**src/rtl/otf_conv_multi.sv**
```systemverilog
// otf_conv_multi
//   Multi-channel radix-2 on-the-fly converter. Each channel takes one signed
//   digit per accepted cycle, MSD first. Q and QM (= Q - 1 ulp) are kept per
//   channel, so converting to two's complement never needs a carry-propagate add.
//   When a frame of len digits completes, each channel's value is aligned to
//   2^-N and presented on o_result together with a one-cycle o_out_valid.
//
// Ports
//   clk            clock, rising edge
//   rst            asynchronous reset, active low
//   i_start        begin a new frame, sample i_len, abort any frame in flight
//   i_len          digits in the frame, 1..N (0 means N)
//   i_digit_valid  i_digit carries one digit for every channel
//   i_digit        channel c at [2c+1:2c]: 01=+1, 11=-1, 00=0, 10=illegal
//   o_busy         frame in progress
//   o_out_valid    one-cycle pulse, o_result is new
//   o_result       channel c at [W(c+1)-1:Wc], two's complement of value*2^N
//   o_err          per channel, sticky until the next start: illegal code seen
//
// State table
//   state  | meaning
//   S_IDLE | waiting for i_start, digits ignored
//   S_RUN  | accepting digits until count reaches the frame length
module otf_conv_multi #(
  parameter  int N  = 8,
  parameter  int CH = 2,
  localparam int W  = N + 1,
  localparam int LW = $clog2(N + 1)
) (
  input  logic            clk,
  input  logic            rst,
  input  logic            i_start,
  input  logic [LW-1:0]   i_len,
  input  logic            i_digit_valid,
  input  logic [2*CH-1:0] i_digit,
  output logic            o_busy,
  output logic            o_out_valid,
  output logic [W*CH-1:0] o_result,
  output logic [CH-1:0]   o_err
);

  typedef enum logic {S_IDLE, S_RUN} state_t;

  localparam logic [LW-1:0] N_L = LW'(N);

  state_t            r_state;
  logic [W-1:0]      r_q  [CH];
  logic [W-1:0]      r_qm [CH];
  logic [LW-1:0]     r_count;
  logic [LW-1:0]     r_len;
  logic              r_busy;
  logic              r_out_valid;
  logic [W*CH-1:0]   r_result;
  logic [CH-1:0]     r_err;

  logic [LW-1:0]     w_start_len;
  logic [LW-1:0]     w_len_eff;
  logic              w_accept;
  logic [LW-1:0]     w_count_next;
  logic              w_done;
  logic [LW-1:0]     w_shamt;
  logic [W-1:0]      w_q_base  [CH];
  logic [W-1:0]      w_qm_base [CH];
  logic [W-1:0]      w_q_next  [CH];
  logic [W-1:0]      w_qm_next [CH];
  logic [CH-1:0]     w_illegal;
  logic [1:0]        w_dig;

  always_comb begin
    w_start_len  = (i_len == '0) ? N_L : i_len;
    w_len_eff    = i_start ? w_start_len : r_len;
    w_accept     = i_digit_valid && (i_start || (r_state == S_RUN));
    // A start clears the frame first; a digit in the same cycle lands on top.
    w_count_next = (i_start ? '0 : r_count) + LW'(w_accept);
    w_done       = w_accept && (w_count_next == w_len_eff);
    w_shamt      = N_L - w_len_eff;
    w_illegal    = '0;
    w_dig        = 2'b00;
    for (int c = 0; c < CH; c++) begin
      w_q_base[c]  = i_start ? '0 : r_q[c];
      w_qm_base[c] = i_start ? '1 : r_qm[c];
      w_q_next[c]  = w_q_base[c];
      w_qm_next[c] = w_qm_base[c];
      if (w_accept) begin
        w_dig = i_digit[2*c +: 2];
        case (w_dig)
          2'b01: begin
            w_q_next[c]  = {w_q_base[c][W-2:0], 1'b1};
            w_qm_next[c] = {w_q_base[c][W-2:0], 1'b0};
          end
          2'b11: begin
            w_q_next[c]  = {w_qm_base[c][W-2:0], 1'b1};
            w_qm_next[c] = {w_qm_base[c][W-2:0], 1'b0};
          end
          default: begin
            // 00 and the illegal 10 both behave as a zero digit.
            w_q_next[c]  = {w_q_base[c][W-2:0], 1'b0};
            w_qm_next[c] = {w_qm_base[c][W-2:0], 1'b1};
          end
        endcase
        w_illegal[c] = (w_dig == 2'b10);
      end
    end
  end

  always_ff @(posedge clk or negedge rst) begin
    if (!rst) begin
      r_state     <= S_IDLE;
      for (int c = 0; c < CH; c++) begin
        r_q[c]  <= '0;
        r_qm[c] <= '1;
      end
      r_count     <= '0;
      r_len       <= '0;
      r_busy      <= 1'b0;
      r_out_valid <= 1'b0;
      r_result    <= '0;
      r_err       <= '0;
    end else begin
      r_out_valid <= 1'b0;
      if (i_start || w_accept) begin
        for (int c = 0; c < CH; c++) begin
          r_q[c]  <= w_q_next[c];
          r_qm[c] <= w_qm_next[c];
        end
        r_count <= w_count_next;
      end
      if (i_start) begin
        r_len <= w_start_len;
        r_err <= w_illegal;
      end else begin
        r_err <= r_err | w_illegal;
      end
      if (w_done) begin
        for (int c = 0; c < CH; c++) begin
          r_result[c*W +: W] <= w_q_next[c] << w_shamt;
        end
        r_out_valid <= 1'b1;
        r_busy      <= 1'b0;
        r_state     <= S_IDLE;
      end else if (i_start) begin
        r_busy  <= 1'b1;
        r_state <= S_RUN;
      end
    end
  end

  assign o_busy      = r_busy;
  assign o_out_valid = r_out_valid;
  assign o_result    = r_result;
  assign o_err       = r_err;

endmodule

```
**config.mk**
```make
export PLATFORM = sky130hd
export DESIGN_NAME = otf_conv_multi
export DESIGN_NICKNAME = d
export VERILOG_FILES = /design/src/rtl/otf_conv_multi.sv
export SDC_FILE = /design/constraint.sdc
export NUM_CORES = 1
export LEC_CHECK = 0
export CAP_MARGIN = 40
export CORE_MARGIN = 1
export CORE_UTILIZATION = 40
export CTS_BUF_LIST = sky130_fd_sc_hd__clkbuf_8
export DETAILED_ROUTE_END_ITERATION = 16
export PLACE_DENSITY_LB_ADDON = 0.08
export SYNTH_ARGS = -nofsm -noshare
export SYNTH_HDL_FRONTEND = slang
export SYNTH_SLANG_ARGS = --single-unit
```
**constraint.sdc**
```tcl
create_clock -name clk -period 8 [get_ports clk]
set_input_delay 1.6 -clock clk [delete_from_list [all_inputs] [get_ports clk]]
set_output_delay 1.6 -clock clk [all_outputs]
set_load 0.01 [all_outputs]
```
Word level (Yosys, flattened, before mapping)
Cells that the tools add are included.

storage, ports and cells
  register bits after elaboration = 64
  input port bits = 12
  logic and storage cells = 49

operators by class
  mux-type cells = 21
  reductions and logical operators = 6
  bitwise logic cells = 1
  shift-type cells = 2
  equal/unequal tests = 7
  $add $sub $neg = 2

operator list
  kind                                                                    count
  9-bit 2-to-1 mux                                                        4
  9-bit one-hot mux with 2 select lines                                   2
  8-bit 2-to-1 mux                                                        4
  8-bit one-hot mux with 2 select lines                                   2
  9-bit by 4-bit << shifter with 9-bit output                             2
  4-bit 2-to-1 mux                                                        3
  2-bit equality test (second input constant)                             4
  1-bit 2-to-1 mux                                                        5
  4-bit by 1-bit adder with 4-bit output                                  1
  2-bit by 1-bit equality test with 1-bit output (second input constant)  2
  4-bit equality test                                                     1
  4-bit logical NOT                                                       1
  4-bit subtractor (first input constant)                                 1
  1-bit logical AND                                                       2
  1-bit logical OR                                                        2
  2-bit 2-to-1 mux                                                        1
  2-bit OR                                                                1
  2-bit nonzero test                                                      1

Depth between registers and ports, before layout
  word-level depth = 6
  gate-level depth with buffers = 18

Worst setup path after synthesis
OpenSTA, ideal clock, no wires.

  kind = in2reg
  start = input i_start
  end = register r_result[13], in the netlist o_result[13]
  data required time = 7.871 ns
  cell stages on the path = 18
  library setup time = 0.129 ns
  arrival time = 4.442 ns
  setup slack = 3.430 ns
  buffers on the path = 8
  path through = buf_6 o21ai_2 inv_2 buf_6 buf_2 buf_2 buf_1 and2_1 ha_1 xor2_1 o22ai_1 nand4_2 or2_1 buf_6 buf_6 buf_6 a32oi_2 o31ai_1

on the way
  word-level cells in the longest chain between the ends = 5

ends and longest elaborated chain
  element                                   line  source
  start, declared                           32    input logic i_start,
  1-bit logical OR                          72    w_accept = i_digit_valid && (i_start || (r_state == S_RUN));
  1-bit logical AND                         72
  4-bit by 1-bit adder with 4-bit output *  74    w_count_next = (i_start ? '0 : r_count) + LW'(w_accept);
  via w_count_next[1]                       59    logic [LW-1:0] w_count_next;
  4-bit equality test *                     75    w_done = w_accept && (w_count_next == w_len_eff);
  1-bit logical AND *                       75
  end signal, assigned by index             136   r_result[c*W +: W] <= w_q_next[c] << w_shamt;
  end, declared                             53    logic [W*CH-1:0] r_result;

Mark *: on every way through the listed nets, which the timed path passes. The rest lies on a longest branch.
A chain may end at the register's enable or synchronous reset.

Worst setup path after layout
  start = input i_start
  end = register r_result[15], in the netlist o_result[15]

on the way
  word-level cells in the longest chain between the ends = 5

ends and longest elaborated chain
  element                                   line  source
  1-bit logical OR                          72
  1-bit logical AND                         72
  4-bit by 1-bit adder with 4-bit output *  74
  via w_count_next[1]                       59
  4-bit equality test *                     75
  1-bit logical AND *                       75
  via w_done                                60    logic w_done;

Marks and branches as above.

==> run metrics <==
Post-synth EDFFs 0; detailed placement HPWL 7760 um; crit start category input port; clk slew on worst S/H paths 80 ps; # setup viols final 0; Worst-Margin Slew 868 ps; Worst R2R Start o_busy; CTS root buffer clkbuf_8; Critical Path Slowest Stage Cell o21ai_2; total grt overflow 0; worst-path fanout max 58; DR vias 3458; die area 0.0104 mm^2; CP endpoint kind register; CP max stage delay 770 ps; antenna-violating nets left 0; maximum vdd ir drop 0.0000806 V; post-layout min period 4830 ps; Yosys cell types 71; Worst Clk Skew 9.39 ps; design area 0.00452 mm^2; Post-CTS Repair Setup Buffers 0; initial antenna violation count 0; crit path DAT 5080 ps; DR pass1 iterations 5; hold violation count in the final report 0; hold buffers post-CTS 0; Num CTS Buffers 9; drt via density 5.95; IO Port Bufs 33; cell total after placement 565; core footprint 0.00973 mm^2; Critical Path RT 8240 ps; sequential fraction of the synthesis area 0.407; CTS max path bufs 2; Post-route DRC 0; H-Tree Depth 3; worst-skew pair later-pin latency 340 ps; Rel. slew slack 0.421; wire per inst 18.9 um; RSZ-0062 raised after global routing false; first-pass GRT wire length 17900 um; Design Power 0.901 mW; Cell Area, Placed 0.00435 mm^2; GP Congestion 0.839; CP Cell Sequence buf_2 > buf_4 > o21ai_2 > inv_2 > and2_1 > ha_1 > xor2_1 > o22ai_1 > nand4_2 > or2_1 > inv_2 > nand2_1 > o31ai_1; final std cells w/o fill 581; Ports 34; Hold Crit Start r_count[0]; Mean Syn Cell Area 9.46 um^2; leakage power 1.87 nW; Post-synth ARST share 1.00; fin. max-slew vios 0; site row count 36; Initial Util 0.409; TritonCTS clock tree yes; Fill cells 969; Buffers & Inverters on Critical Path 4; Synth-to-Final Area Change 13.5%; layout cells sized above 1 0.147; pwr dens 199 mW/mm^2; drt total wl 11000 um; Worst path top cell family by delay compound AO/OA/AOI/OAI gates; Mapped Area 0.00398 mm^2; Gate Count Post-Synth 421; maxcap violations 0; Crit Path Class input port to register; Setup TNS 0 ps; Die Y-Extent 102 um; most common cell after layout, fill and taps aside dfrtp_1; largest net degree at the start of global routing 64; Fmax achieved 207 MHz; Main synth FF type dfrtp_1; number of gates resized after CTS 0; Synthesized Nets 435; FF+latch count, synth 64; iteration-0 DRC count of the detailed router 233; result of the run complete, no violations; clock net sink count 64; crit path launch i_start; vias in the first global route 3294; most frequent cells in the layout dfrtp_1, nand2_1, clkdlybuf4s50_1, o21ai_0, nor2_1; worst hold path class register to register; CP most frequent cell inv_2; synth warn 0; Die Wd 102 um; GRT Util Overall 0.227; # diodes 0; period utilization 0.604; Final nets 457
## logic make-up after synthesis
kind of cell,count (synthesis),synth area share
buffers and inverters,42,0.0594
adder cells (fa/ha/maj),2,0.00628
XOR/XNOR,8,0.0176
flip-flops,64,0.407
multiplexers,12,0.0317
AO/OA/AOI/OAI,154,0.297
AND/OR/NAND/NOR,139,0.181
## worst reg2reg max path: cells and delay by family, from the launching register on
kind	cells	cell delay, ps
buffers and inverters	2	310
adders and majority gates	1	320
xor gates and xnor gates	1	170
and+or+nand+nor	4	1040
AOI/OAI and AO/OA	3	1240
DFF	1	560
## registers in the layout (all words and copies together), names as in the netlist
name / count
o_busy: 1
o_err: 2
o_out_valid: 1
o_result: 18
r_count: 4
r_len: 4
r_q: 18
r_qm: 16
## where the power goes
part	switching [mW]	internal [mW]
Combinational	0.143	0.116
Clock	0.128	0.117
Sequential	0.0303	0.368
## cell type report
cell class	instances	area, um^2	share of cell area
Tap cell	133	166	0.0368
Clock buffer	10	138	0.0305
Inverter	14	52.6	0.0116
Timing Repair Buffer	39	389	0.0861
Clock inverter	6	27.5	0.00609
Sequential cell	64	1620	0.359
Multi-Input combinational cell	315	2120	0.470
## per-stage QoR
step	worst slack [ps]	util	hold slack, ps
global placement	2890	0.443	446
floorplan	3430	-	431
CTS	3150	0.465	465
global route	2840	0.465	515
detailed placement	2820	0.448	447
finish	3170	0.465	471
## synthesized netlist by cell type (9+ instances only)
master / number / area (um^2)
dfrtp_1: 48 / 1200
nand2_1: 46 / 173
o21ai_0: 25 / 125
nor2_1: 24 / 90.1
a21oi_1: 19 / 95.1
nand2b_1: 17 / 106
dfstp_2: 16 / 420
o22ai_1: 15 / 93.8
buf_2: 14 / 70.1
a22oi_1: 11 / 82.6
inv_1: 11 / 41.3
nand3_1: 10 / 50.1
nor3_1: 10 / 50.1
mux2i_1: 9 / 90.1
## path summary, 6_finish.rpt
kind                            cells past startpoint  slack, ps      endpoint
worst min register to register                      2        470    r_count[0]
worst min-delay path                                2        470    r_count[0]
min in group asynchronous                           2       1130        o_busy
max in group asynchronous                           3       6330       r_qm[1]
worst max-delay path                               13       3170  o_result[15]
worst max register to register                     11       4270  o_result[15]
## layer usage
metal,wire [um],GRT usage,vias up
met5,0,0,-
met1,5360,0.322,1701
met3,391,0.0262,25
met2,4970,0.355,91
met4,275,0.0847,0
li1,-,-,1641
Power figures use the tool's default switching activity.
